$ cat src/rtl/imm_encoder_if.sv
`default_nettype none
// ============================================================================
// Module      : imm_encoder_if
// Description : Bundle of handshake and bus signals between an instruction
//               source, the imm_encoder block and the instruction-memory
//               loader.
//   Input side  : in_valid/in_ready handshake, fmt, rd, rs1, rs2, funct3,
//                 funct7, imm, addr_clr
//   Output side : out_valid/out_ready handshake, out_ins, out_addr (AW bits),
//                 out_err, err_cnt
//   Modports    : master = source/consumer side, slave = encoder side
// Revision    : 1.0 - initial release
// ============================================================================
interface imm_encoder_if #(
  parameter int unsigned AW = 16
);
  logic          in_valid;
  logic          in_ready;
  logic [2:0]    fmt;
  logic [4:0]    rd;
  logic [4:0]    rs1;
  logic [4:0]    rs2;
  logic [2:0]    funct3;
  logic [6:0]    funct7;
  logic [31:0]   imm;
  logic          addr_clr;
  logic          out_valid;
  logic          out_ready;
  logic [31:0]   out_ins;
  logic [AW-1:0] out_addr;
  logic          out_err;
  logic [7:0]    err_cnt;

  modport master (
    output in_valid, fmt, rd, rs1, rs2, funct3, funct7, imm, addr_clr, out_ready,
    input  in_ready, out_valid, out_ins, out_addr, out_err, err_cnt
  );

  modport slave (
    input  in_valid, fmt, rd, rs1, rs2, funct3, funct7, imm, addr_clr, out_ready,
    output in_ready, out_valid, out_ins, out_addr, out_err, err_cnt
  );
endinterface
`default_nettype wire

$ cat src/rtl/imm_encoder.sv
`default_nettype none
// ============================================================================
// Module      : imm_encoder
// Description : Packs decoded instruction fields and a 32-bit immediate into
//               RV32I instruction words, tags each with a sequential byte
//               address and queues it in a 2-entry output FIFO.
//   clk, rst  : clock (rising edge), synchronous active-high reset
//   bus       : imm_encoder_if.slave
//                 in_valid/in_ready + fields  -> accepted word
//                 out_valid/out_ready         -> FIFO head
//                 out_ins/out_addr/out_err    -> head contents
//                 err_cnt                     -> saturating error count
// Config      : IMM_RANGE_CHECK_EN - when defined, immediates are range
//               checked and out_err/err_cnt are live; otherwise both are 0.
// Revision    : 1.0 - initial release
// ============================================================================
module imm_encoder #(
  parameter int unsigned   AW        = 16,
  parameter logic [AW-1:0] BASE_ADDR = '0
) (
  input  logic         clk,
  input  logic         rst,
  imm_encoder_if.slave bus
);

  localparam logic [2:0] c_FMT_IARITH = 3'd0;
  localparam logic [2:0] c_FMT_ISHIFT = 3'd1;
  localparam logic [2:0] c_FMT_LOAD   = 3'd2;
  localparam logic [2:0] c_FMT_S      = 3'd3;
  localparam logic [2:0] c_FMT_B      = 3'd4;
  localparam logic [2:0] c_FMT_U      = 3'd5;
  localparam logic [2:0] c_FMT_J      = 3'd6;

  localparam logic [6:0] c_OP_IMM    = 7'b0010011;
  localparam logic [6:0] c_OP_LOAD   = 7'b0000011;
  localparam logic [6:0] c_OP_STORE  = 7'b0100011;
  localparam logic [6:0] c_OP_BRANCH = 7'b1100011;
  localparam logic [6:0] c_OP_LUI    = 7'b0110111;
  localparam logic [6:0] c_OP_JAL    = 7'b1101111;

  localparam logic [31:0]   c_NOP       = 32'h0000_0013;
  localparam logic [AW-1:0] c_ADDR_STEP = AW'(4);

  logic [31:0]   w_ins;
  logic          w_in_ready;
  logic          w_push;
  logic          w_pop;

  logic [1:0]    count_q, count_d;
  logic          wr_ptr_q;
  logic          rd_ptr_q;
  logic [31:0]   ins_q       [2];
  logic [AW-1:0] slot_addr_q [2];
  logic [AW-1:0] addr_q, addr_d;

  // Field packing; out-of-range immediates are simply truncated here.
  always_comb begin : c_pack
    w_ins = c_NOP;
    case (bus.fmt)
      c_FMT_IARITH: w_ins = {bus.imm[11:0], bus.rs1, bus.funct3, bus.rd, c_OP_IMM};
      c_FMT_ISHIFT: w_ins = {bus.funct7, bus.imm[4:0], bus.rs1, bus.funct3, bus.rd, c_OP_IMM};
      c_FMT_LOAD:   w_ins = {bus.imm[11:0], bus.rs1, bus.funct3, bus.rd, c_OP_LOAD};
      c_FMT_S:      w_ins = {bus.imm[11:5], bus.rs2, bus.rs1, bus.funct3, bus.imm[4:0], c_OP_STORE};
      c_FMT_B:      w_ins = {bus.imm[12], bus.imm[10:5], bus.rs2, bus.rs1, bus.funct3,
                             bus.imm[4:1], bus.imm[11], c_OP_BRANCH};
      c_FMT_U:      w_ins = {bus.imm[31:12], bus.rd, c_OP_LUI};
      c_FMT_J:      w_ins = {bus.imm[20], bus.imm[10:1], bus.imm[11], bus.imm[19:12], bus.rd, c_OP_JAL};
      default:      w_ins = c_NOP;
    endcase
  end

  // No bypass: a full FIFO refuses input even if the head pops this cycle.
  assign w_in_ready    = (count_q != 2'd2) && !rst;
  assign w_push        = bus.in_valid && w_in_ready;
  assign w_pop         = (count_q != 2'd0) && bus.out_ready;
  assign bus.in_ready  = w_in_ready;
  assign bus.out_valid = (count_q != 2'd0);
  assign bus.out_ins   = ins_q[rd_ptr_q];
  assign bus.out_addr  = slot_addr_q[rd_ptr_q];

  always_comb begin : c_next
    count_d = count_q;
    case ({w_push, w_pop})
      2'b10:   count_d = count_q + 2'd1;
      2'b01:   count_d = count_q - 2'd1;
      default: count_d = count_q;
    endcase
    // Clear wins over increment; the word pushed this cycle still takes addr_q.
    if (bus.addr_clr) begin
      addr_d = BASE_ADDR;
    end else if (w_push) begin
      addr_d = addr_q + c_ADDR_STEP;
    end else begin
      addr_d = addr_q;
    end
  end

  always_ff @(posedge clk) begin : s_fifo
    if (rst) begin
      count_q  <= 2'd0;
      wr_ptr_q <= 1'b0;
      rd_ptr_q <= 1'b0;
      addr_q   <= BASE_ADDR;
      for (int i = 0; i < 2; i++) begin
        ins_q[i]       <= '0;
        slot_addr_q[i] <= BASE_ADDR;
      end
    end else begin
      count_q <= count_d;
      addr_q  <= addr_d;
      if (w_push) begin
        ins_q[wr_ptr_q]       <= w_ins;
        slot_addr_q[wr_ptr_q] <= addr_q;
        wr_ptr_q              <= ~wr_ptr_q;
      end
      if (w_pop) begin
        rd_ptr_q <= ~rd_ptr_q;
      end
    end
  end

`ifdef IMM_RANGE_CHECK_EN
  logic       w_err;
  logic       w_sext11;
  logic       w_sext12;
  logic       w_sext20;
  logic       err_q [2];
  logic [7:0] err_cnt_q;

  // "All equal" over the upper bits means the value sign-extends from below.
  assign w_sext11 = (bus.imm[31:11] == {21{bus.imm[31]}});
  assign w_sext12 = (bus.imm[31:12] == {20{bus.imm[31]}});
  assign w_sext20 = (bus.imm[31:20] == {12{bus.imm[31]}});

  always_comb begin : c_range
    w_err = 1'b1;
    case (bus.fmt)
      c_FMT_IARITH,
      c_FMT_LOAD,
      c_FMT_S:      w_err = !w_sext11;
      c_FMT_ISHIFT: w_err = (bus.imm[31:5] != 27'd0);
      c_FMT_B:      w_err = !w_sext12 || bus.imm[0];
      c_FMT_U:      w_err = (bus.imm[11:0] != 12'd0);
      c_FMT_J:      w_err = !w_sext20 || bus.imm[0];
      default:      w_err = 1'b1;
    endcase
  end

  always_ff @(posedge clk) begin : s_err
    if (rst) begin
      err_q[0]  <= 1'b0;
      err_q[1]  <= 1'b0;
      err_cnt_q <= 8'd0;
    end else if (w_push) begin
      err_q[wr_ptr_q] <= w_err;
      if (w_err && (err_cnt_q != 8'hFF)) begin
        err_cnt_q <= err_cnt_q + 8'd1;
      end
    end
  end

  assign bus.out_err = err_q[rd_ptr_q];
  assign bus.err_cnt = err_cnt_q;
`else
  assign bus.out_err = 1'b0;
  assign bus.err_cnt = 8'd0;
`endif

endmodule
`default_nettype wire

$ cat src/flat_wrapper.sv
// flat-port wrapper written by rule: the top's interface ports become plain ports
module imm_encoder_flat 
#(
  parameter int unsigned   AW        = 16,
  parameter logic [AW-1:0] BASE_ADDR = '0
)
  (clk, rst, bus_in_valid, bus_fmt, bus_rd, bus_rs1, bus_rs2, bus_funct3, bus_funct7, bus_imm, bus_addr_clr, bus_out_ready, bus_in_ready, bus_out_valid, bus_out_ins, bus_out_addr, bus_out_err, bus_err_cnt);
  imm_encoder_if #(.AW(AW)) bus_i ();
  input  logic clk;
  input  logic rst;
  input wire logic [$bits(bus_i.in_valid)-1:0] bus_in_valid;
  input wire logic [$bits(bus_i.fmt)-1:0] bus_fmt;
  input wire logic [$bits(bus_i.rd)-1:0] bus_rd;
  input wire logic [$bits(bus_i.rs1)-1:0] bus_rs1;
  input wire logic [$bits(bus_i.rs2)-1:0] bus_rs2;
  input wire logic [$bits(bus_i.funct3)-1:0] bus_funct3;
  input wire logic [$bits(bus_i.funct7)-1:0] bus_funct7;
  input wire logic [$bits(bus_i.imm)-1:0] bus_imm;
  input wire logic [$bits(bus_i.addr_clr)-1:0] bus_addr_clr;
  input wire logic [$bits(bus_i.out_ready)-1:0] bus_out_ready;
  output wire logic [$bits(bus_i.in_ready)-1:0] bus_in_ready;
  output wire logic [$bits(bus_i.out_valid)-1:0] bus_out_valid;
  output wire logic [$bits(bus_i.out_ins)-1:0] bus_out_ins;
  output wire logic [$bits(bus_i.out_addr)-1:0] bus_out_addr;
  output wire logic [$bits(bus_i.out_err)-1:0] bus_out_err;
  output wire logic [$bits(bus_i.err_cnt)-1:0] bus_err_cnt;
  assign bus_i.in_valid = bus_in_valid;
  assign bus_i.fmt = bus_fmt;
  assign bus_i.rd = bus_rd;
  assign bus_i.rs1 = bus_rs1;
  assign bus_i.rs2 = bus_rs2;
  assign bus_i.funct3 = bus_funct3;
  assign bus_i.funct7 = bus_funct7;
  assign bus_i.imm = bus_imm;
  assign bus_i.addr_clr = bus_addr_clr;
  assign bus_i.out_ready = bus_out_ready;
  assign bus_in_ready = bus_i.in_ready;
  assign bus_out_valid = bus_i.out_valid;
  assign bus_out_ins = bus_i.out_ins;
  assign bus_out_addr = bus_i.out_addr;
  assign bus_out_err = bus_i.out_err;
  assign bus_err_cnt = bus_i.err_cnt;
  imm_encoder #(.AW(AW), .BASE_ADDR(BASE_ADDR)) u_core (.clk(clk), .rst(rst), .bus(bus_i));
endmodule
$ cat config.mk
export PLATFORM = sky130hd
export DESIGN_NAME = imm_encoder_flat
export DESIGN_NICKNAME = d
export VERILOG_FILES = /design/src/rtl/imm_encoder_if.sv /design/src/rtl/imm_encoder.sv /design/src/flat_wrapper.sv
export SDC_FILE = /design/constraint.sdc
export NUM_CORES = 1
export LEC_CHECK = 0
export ABC_AREA = 1
export CAP_MARGIN = 20
export CORE_MARGIN = 8
export CORE_UTILIZATION = 54
export CTS_CLUSTER_DIAMETER = 50
export DETAILED_ROUTE_END_ITERATION = 7
export GPL_TIMING_DRIVEN = 0
export PLACE_DENSITY = 0.91
export SETUP_SLACK_MARGIN = 0.5
export SYNTH_ARGS = -nofsm -noshare
export SYNTH_HDL_FRONTEND = slang
export SYNTH_SLANG_ARGS = --single-unit
$ cat constraint.sdc
create_clock -name clk -period 4.71 [get_ports clk]
set_input_delay 1.413 -clock clk [delete_from_list [all_inputs] [get_ports clk]]
set_output_delay 1.413 -clock clk [all_outputs]
set_load 0.05 [all_outputs]
# Yosys cells after proc, flatten, opt, wreduce, memory -nomap -nowiden
# Memory sizes are Yosys's and may differ from the RTL's. A register that Yosys moved wholly into a read port is not among the register bits.
# Cells that the tools add are included.
[totals]
reg_bits = 20
latchBits = 0
ramBits = 96
rom_bits = 0
inputBits = 65
out_inout_bits = 59
elab_cells = 47
mem_count = 2
[mem_list]
columns = ["memory", "depth", "word_bits", "rd", "rd_ports_with_merged_regs", "write_ports", "line", "source"]
rows = [
  ["u_core.ins_q", 2, 32, 1, 1, 2, "imm_encoder.sv:52", "logic [31:0] ins_q [2];"],
  ["u_core.slot_addr_q", 2, 16, 1, 1, 2, "imm_encoder.sv:53", "logic [AW-1:0] slot_addr_q [2];"],
]
[classes]
add_sub_neg = 3
n_mul = 0
div_mod_pow = 0
order_cmp = 0
eq_ne = 9
n_shift = 0
muxes = 17
n_bitwise = 2
reduce_logical = 10
[op_table]
columns = ["operator", "n"]
rows = [
  ["32-bit case mux with 7 select lines", 1],
  ["32-bit two-way mux", 1],
  ["32-bit OR reduction", 1],
  ["16-bit by 3-bit adder with 16-bit output (second input constant)", 1],
  ["16-bit two-way mux", 1],
  ["16-bit OR reduction", 1],
  ["1-bit two-way mux", 13],
  ["3-bit == test (second input constant)", 3],
  ["3-bit by 2-bit == test with 1-bit output (second input constant)", 2],
  ["2-bit case mux with 2 select lines", 1],
  ["2-bit nonzero test", 2],
  ["3-bit by 1-bit == test with 1-bit output (second input constant)", 1],
  ["1-bit logical AND", 3],
  ["3-bit zero test", 1],
  ["2-bit by 1-bit adder with 2-bit output (second input constant)", 1],
  ["2-bit by 1-bit == test with 1-bit output (second input constant)", 1],
  ["2-bit == test (second input constant)", 1],
  ["2-bit != test (second input constant)", 1],
  ["1-bit inverter", 2],
  ["2-bit OR reduction", 1],
  ["2-bit by 1-bit subtractor with 2-bit output (second input constant)", 1],
  ["1-bit zero test", 1],
]

# Logic depth before layout (Yosys ltp)
[logic_depth]
word_depth = 8
depth_mapped = 9
depth_no_buf = 9

# Least setup slack after synthesis
# No wires, ideal clock.
[synth_path]
kind = "register to output"
start = "reg (tool-made name)"
end = "out bus_out_ins[1]"
arrival_ns = 2.163
t_required_ns = 3.297
path_slack_ns = 1.134
path_stages_with_launch = 5
path_buffers = 3
cell_sequence = "dfxtp_1 > buf_2 > buf_2 > o21ai_0 > buf_4"
[synth_rtl]
columns = ["element", "line", "source"]
rows = [
  ["end: declaration", "flat_wrapper.sv:23", "output wire logic [$bits(bus_i.out_ins)-1:0] bus_out_ins;"],
]

# Final worst setup path
[layout_path]
start = "in rst"
end = "out bus_in_ready"
[layout_via]
elab_chain_cells = 2
[layout_rtl]
columns = ["element", "line", "source"]
rows = [
  ["start: declaration", "flat_wrapper.sv:10", "input logic rst;"],
  ["1-bit zero test", "imm_encoder.sv:73", "assign w_in_ready = (count_q != 2'd2) && !rst;"],
  ["1-bit logical AND", "imm_encoder.sv:73", ""],
  ["end: declaration", "flat_wrapper.sv:21", "output wire logic [$bits(bus_i.in_ready)-1:0] bus_in_ready;"],
]
# Every way passes these cells.

==> report_table.html <==
<table>
<tr><th>Metric</th><th>Value</th></tr>
<tr><th colspan="2">Status</th></tr>
<tr><td>Run status</td><td>complete, no violations</td></tr>
<tr><th colspan="2">Die</th></tr>
<tr><td>Area of the core region</td><td>0.00959 sq mm</td></tr>
<tr><td>Die footprint</td><td>0.0131 sq mm</td></tr>
<tr><td>Height of the chip</td><td>114 um</td></tr>
<tr><td>Die width</td><td>114 um</td></tr>
<tr><td>Initial Util</td><td>54.5%</td></tr>
<tr><td>Num ports</td><td>124</td></tr>
<tr><td>Total number of placement rows</td><td>36</td></tr>
<tr><th colspan="2">STA</th></tr>
<tr><td>Worst Slack Setup Final</td><td>0.784 ns</td></tr>
<tr><td>Count of endpoints failing hold in the final timing report</td><td>0</td></tr>
<tr><td>Worst-case clock skew</td><td>0.0118 ns</td></tr>
<tr><td>Max frequency</td><td>0.255 GHz</td></tr>
<tr><td>RSZ-0062 raised after global routing</td><td>no</td></tr>
<tr><td>Minimum clock period after layout</td><td>3.93 ns</td></tr>
<tr><td>Fin crit share</td><td>83.3%</td></tr>
<tr><td>Pin slew with the least headroom to its limit</td><td>0.644 ns</td></tr>
<tr><td>Final max-slew violation count</td><td>0</td></tr>
<tr><td>Final setup TNS</td><td>0 ns</td></tr>
<tr><td>Rel. slew slack</td><td>56.9%</td></tr>
<tr><td>Worst hold slack</td><td>0.464 ns</td></tr>
<tr><td>Number of endpoints failing setup at the final stage</td><td>0</td></tr>
<tr><th colspan="2">Critical path</th></tr>
<tr><td>Data arrival time of the critical path</td><td>2.51 ns</td></tr>
<tr><td>Internal reg-to-reg setup slack</td><td>2.66 ns</td></tr>
<tr><td>Worst reg2reg path depth</td><td>8</td></tr>
<tr><td>Kind of end point of the critical path</td><td>output port</td></tr>
<tr><td>Category of the worst setup path launch point</td><td>input pin</td></tr>
<tr><td>Worst reg2reg path endpoint</td><td>u_core.ins_q[0][3]</td></tr>
<tr><td>Start-to-end type of the worst setup path</td><td>input pin to output port</td></tr>
<tr><td>RR Startpoint</td><td>u_core.count_q[0]</td></tr>
<tr><td>Worst Path Required</td><td>3.30 ns</td></tr>
<tr><td>Top fanout value on the critical path</td><td>8</td></tr>
<tr><th colspan="2">Global routing</th></tr>
<tr><td>Grt met3 use</td><td>4.11%</td></tr>
<tr><td>Aggregate global routing overflow</td><td>0</td></tr>
<tr><td>Fraction of met1 tracks used by global routing</td><td>24.1%</td></tr>
<tr><td>Maximum number of pins on one net before global-route repair</td><td>35</td></tr>
<tr><td>Via count of the first global-routing pass</td><td>4,340</td></tr>
<tr><td>GR Layer Usage met2</td><td>36.8%</td></tr>
<tr><td>Most congested layer reported by global routing</td><td>met2</td></tr>
<tr><td>Antenna violations before repair</td><td>0</td></tr>
<tr><td>Global router's overall resource usage</td><td>20.8%</td></tr>
<tr><td>Wire length of the first global-routing pass</td><td>21.3 mm</td></tr>
<tr><th colspan="2">Place</th></tr>
<tr><td>Number of input and output port buffers inserted</td><td>112</td></tr>
<tr><td>Number of placed cells counting well taps</td><td>780</td></tr>
<tr><td>Worst setup timing slack at the placement stage</td><td>0.260 ns</td></tr>
<tr><td>Post-DP HPWL</td><td>9.78 mm</td></tr>
<tr><td>Final RePlAce weighted congestion</td><td>0.854</td></tr>
<tr><th colspan="2">Drt</th></tr>
<tr><td>Routed wire length per instance</td><td>16.7 um</td></tr>
<tr><td>Sum of routed wire length over all layers</td><td>13.3 mm</td></tr>
<tr><td>Remaining DRCs</td><td>0</td></tr>
<tr><td>Via count of the routed design</td><td>4,186</td></tr>
<tr><td>Count of TritonRoute iterations in the first routing pass</td><td>5</td></tr>
<tr><td>Initial DRC count</td><td>295</td></tr>
<tr><td>Average via count per standard cell</td><td>5.26</td></tr>
<tr><td>DRT antenna net count</td><td>0</td></tr>
<tr><th colspan="2">Cells and area</th></tr>
<tr><td>Multi-input gate area</td><td>0.00181 sq mm</td></tr>
<tr><td>Syn-to-layout area delta</td><td>29.2%</td></tr>
<tr><td>Post-layout net count</td><td>725</td></tr>
<tr><td>Area occupied by registers</td><td>0.00306 sq mm</td></tr>
<tr><td>Number of fillers in the final layout</td><td>686</td></tr>
<tr><td>Number of diodes added for antenna fixing</td><td>0</td></tr>
<tr><td>Non-filler cells, final</td><td>796</td></tr>
<tr><td>Ratio of cells with drive above 1 in the final layout</td><td>15.4%</td></tr>
<tr><th colspan="2">Synthesis</th></tr>
<tr><td>Flip-flop and latch count after synthesis</td><td>109</td></tr>
<tr><td>Cell types with the largest area share after synthesis</td><td>sky130_fd_sc_hd__edfxtp_1 51%, sky130_fd_sc_hd__mux2_2 9.5%, sky130_fd_sc_hd__dfxtp_1 8.0%</td></tr>
<tr><td>Leading cell type by number of instances after synthesis</td><td>sky130_fd_sc_hd__nand2_1</td></tr>
<tr><td>Top cells by count, synth</td><td>108 x sky130_fd_sc_hd__nand2_1, 88 x sky130_fd_sc_hd__edfxtp_1, 85 x sky130_fd_sc_hd__nor2_1, 53 x sky130_fd_sc_hd__inv_1, 44 x sky130_fd_sc_hd__mux2_2</td></tr>
<tr><td>Post-synthesis cell type with the largest combined area</td><td>sky130_fd_sc_hd__edfxtp_1</td></tr>
<tr><td>Number of synthesized flops with an enable pin</td><td>88</td></tr>
<tr><td>Per-instance average area after synthesis</td><td>10.0 sq um</td></tr>
<tr><td>Main synth FF type</td><td>sky130_fd_sc_hd__edfxtp_1</td></tr>
<tr><td>Async S/R FF share, synth</td><td>0%</td></tr>
<tr><td>Distinct cell type count of the synthesized netlist</td><td>25</td></tr>
<tr><td>Syn. warnings</td><td>0</td></tr>
<tr><td>Area fraction of the dominant cell type after synthesis</td><td>50.5%</td></tr>
<tr><td>Share of the yosys chip area belonging to registers</td><td>58.6%</td></tr>
<tr><td>Gate count after technology mapping</td><td>523</td></tr>
<tr><td>Mapped Area</td><td>0.00523 sq mm</td></tr>
<tr><th colspan="2">Clock tree</th></tr>
<tr><td>Buffer count from post-CTS setup fixing</td><td>0</td></tr>
<tr><td>Clock latency reported for the late side of the worst-skew pair</td><td>0.36 ns</td></tr>
<tr><td>Number of CTS-inserted buffers</td><td>9</td></tr>
<tr><td>H-tree Lvls</td><td>3</td></tr>
<tr><td>Total number of clock tree sinks</td><td>109</td></tr>
<tr><td>Root cell of the clock tree</td><td>sky130_fd_sc_hd__clkbuf_8</td></tr>
<tr><td>CTS tree</td><td>yes</td></tr>
<tr><td>Maximum clock path buffer count</td><td>2</td></tr>
<tr><td>Register clock-pin slew on the reported worst setup and hold paths</td><td>0.09 ns</td></tr>
<tr><th colspan="2">Power</th></tr>
<tr><td>LEAKAGE</td><td>2.73 nW</td></tr>
<tr><td>VDD IR max</td><td>0.000184 V</td></tr>
<tr><td>Ratio of total power to cell area</td><td>339 mW/mm^2</td></tr>
<tr><th colspan="2">Worst hold path</th></tr>
<tr><td>Hold Path Class</td><td>register to register</td></tr>
<tr><td>Worst min-delay path startpoint</td><td>u_core.ins_q[0][0]</td></tr>
<tr><td>Worst hold path cell count</td><td>2</td></tr>
<tr><td>Sink of the worst hold path</td><td>u_core.ins_q[0][0]</td></tr>
<tr><th colspan="2">Run</th></tr>
<tr><td>Max-cap viol count</td><td>0</td></tr>
</table>
## final cells by class
cell class	count	area share (%)
Buffer	28	2.72
Clock buffer	12	2.00
Sequential cell	109	45.3
Clock inverter	4	0.389
Tap cell	133	2.46
Timing Repair Buffer	114	17.1
Multi-Input combinational cell	339	26.8
Inverter	57	3.17
## power breakdown
group,switching [mW],internal [mW],leakage (nW),total [mW]
sequential,0.0183,1.10,1.09,1.12
clock,0.295,0.193,0.0803,0.488
combinational,0.435,0.249,1.56,0.684
total,0.749,1.54,2.73,2.29
## routing by layer
layer | wire length (um) | vias to the layer above
li1 | - | 1990
met1 | 5370 | 1979
met2 | 6760 | 197
met3 | 947 | 20
met4 | 230 | 0
met5 | 0 | -
## per-stage QoR
stage | util, % | total power [mW] | cell area [sq um]
floorplan | - | 1.58 | 5270
global placement | 68.3 | 1.81 | 6550
detailed placement | 68.8 | 1.83 | 6600
CTS | 70.4 | 2.30 | 6760
global route | 70.4 | 2.37 | 6760
finish | 70.4 | 2.29 | 6760
## worst max-delay path by stage
stage / slack [ns] / cells after the start / end / startpoint
6_report: 0.78 / 5 / bus_in_ready / rst
5_1_grt: 0.72 / 5 / bus_in_ready / rst
4_1_cts: 0.53 / 5 / bus_in_ready / rst
3_5_place_dp: 0.26 / 5 / bus_in_ready / rst
3_3_place_gp: 0.10 / 7 / u_core.slot_addr_q[0][11] / rst
2_1_floorplan: 1.13 / 4 / bus_out_ins[1] / register
## sequential cells by signal, summed over array words and instances (netlist names), named ones only
name,cells
u_core.ins_q,62
u_core.slot_addr_q,28
u_core.count_q,2
u_core.wr_ptr_q,1
u_core.rd_ptr_q,1
u_core.addr_q,14
## critical path: stages
cell                              delay, ns
sky130_fd_sc_hd__clkdlybuf4s50_1       0.50
sky130_fd_sc_hd__inv_2                 0.21
sky130_fd_sc_hd__nand2_1               0.07
sky130_fd_sc_hd__inv_1                 0.05
sky130_fd_sc_hd__clkbuf_2              0.27
## placed cells by master (no fill, tap or decap), types with 2 or more instances in the layout
master	netlist	final
sky130_fd_sc_hd__mux2_2	44	44
sky130_fd_sc_hd__buf_4	13	13
sky130_fd_sc_hd__clkinv_2	0	2
sky130_fd_sc_hd__clkbuf_8	0	9
sky130_fd_sc_hd__dfxtp_1	21	21
sky130_fd_sc_hd__clkdlybuf4s50_1	0	111
sky130_fd_sc_hd__edfxtp_1	88	88
sky130_fd_sc_hd__nor2_1	85	85
sky130_fd_sc_hd__nand3_1	20	20
sky130_fd_sc_hd__a22oi_1	8	8
sky130_fd_sc_hd__buf_6	2	2
sky130_fd_sc_hd__inv_1	53	53
sky130_fd_sc_hd__buf_2	12	12
sky130_fd_sc_hd__nand2_2	4	6
sky130_fd_sc_hd__ha_1	2	2
sky130_fd_sc_hd__inv_2	4	4
sky130_fd_sc_hd__conb_1	1	11
sky130_fd_sc_hd__nand4_1	6	6
sky130_fd_sc_hd__nand2_1	108	106
sky130_fd_sc_hd__clkbuf_1	1	4
sky130_fd_sc_hd__a21oi_1	26	26
sky130_fd_sc_hd__buf_12	0	2
sky130_fd_sc_hd__o21ai_0	12	12
sky130_fd_sc_hd__nor3_1	7	7
sky130_fd_sc_hd__nor2_4	2	2
## timing repair
| action | 4_1_cts | 5_1_grt |
|---|---|---|
| hold buffers | 0 | 0 |
| hold endpoints to repair | 0 | 0 |
| endpoints found under the setup margin | 1 | 1 |
| gates resized for setup | 1 | 2 |
## cell families (layout without fill, tap and decap cells)
group | count (synthesis) | in the layout | share of synthesized area (%)
AND/OR/NAND/NOR | 235 | 235 | 18.9
flip-flops | 109 | 109 | 58.6
multiplexers | 44 | 44 | 9.48
AO/OA/AOI/OAI | 47 | 47 | 4.88
other | 1 | 11 | 0.0717
adder cells (fa/ha/maj) | 2 | 2 | 0.479
buffers and inverters | 85 | 215 | 7.61
Power figures use the tool's default switching activity.
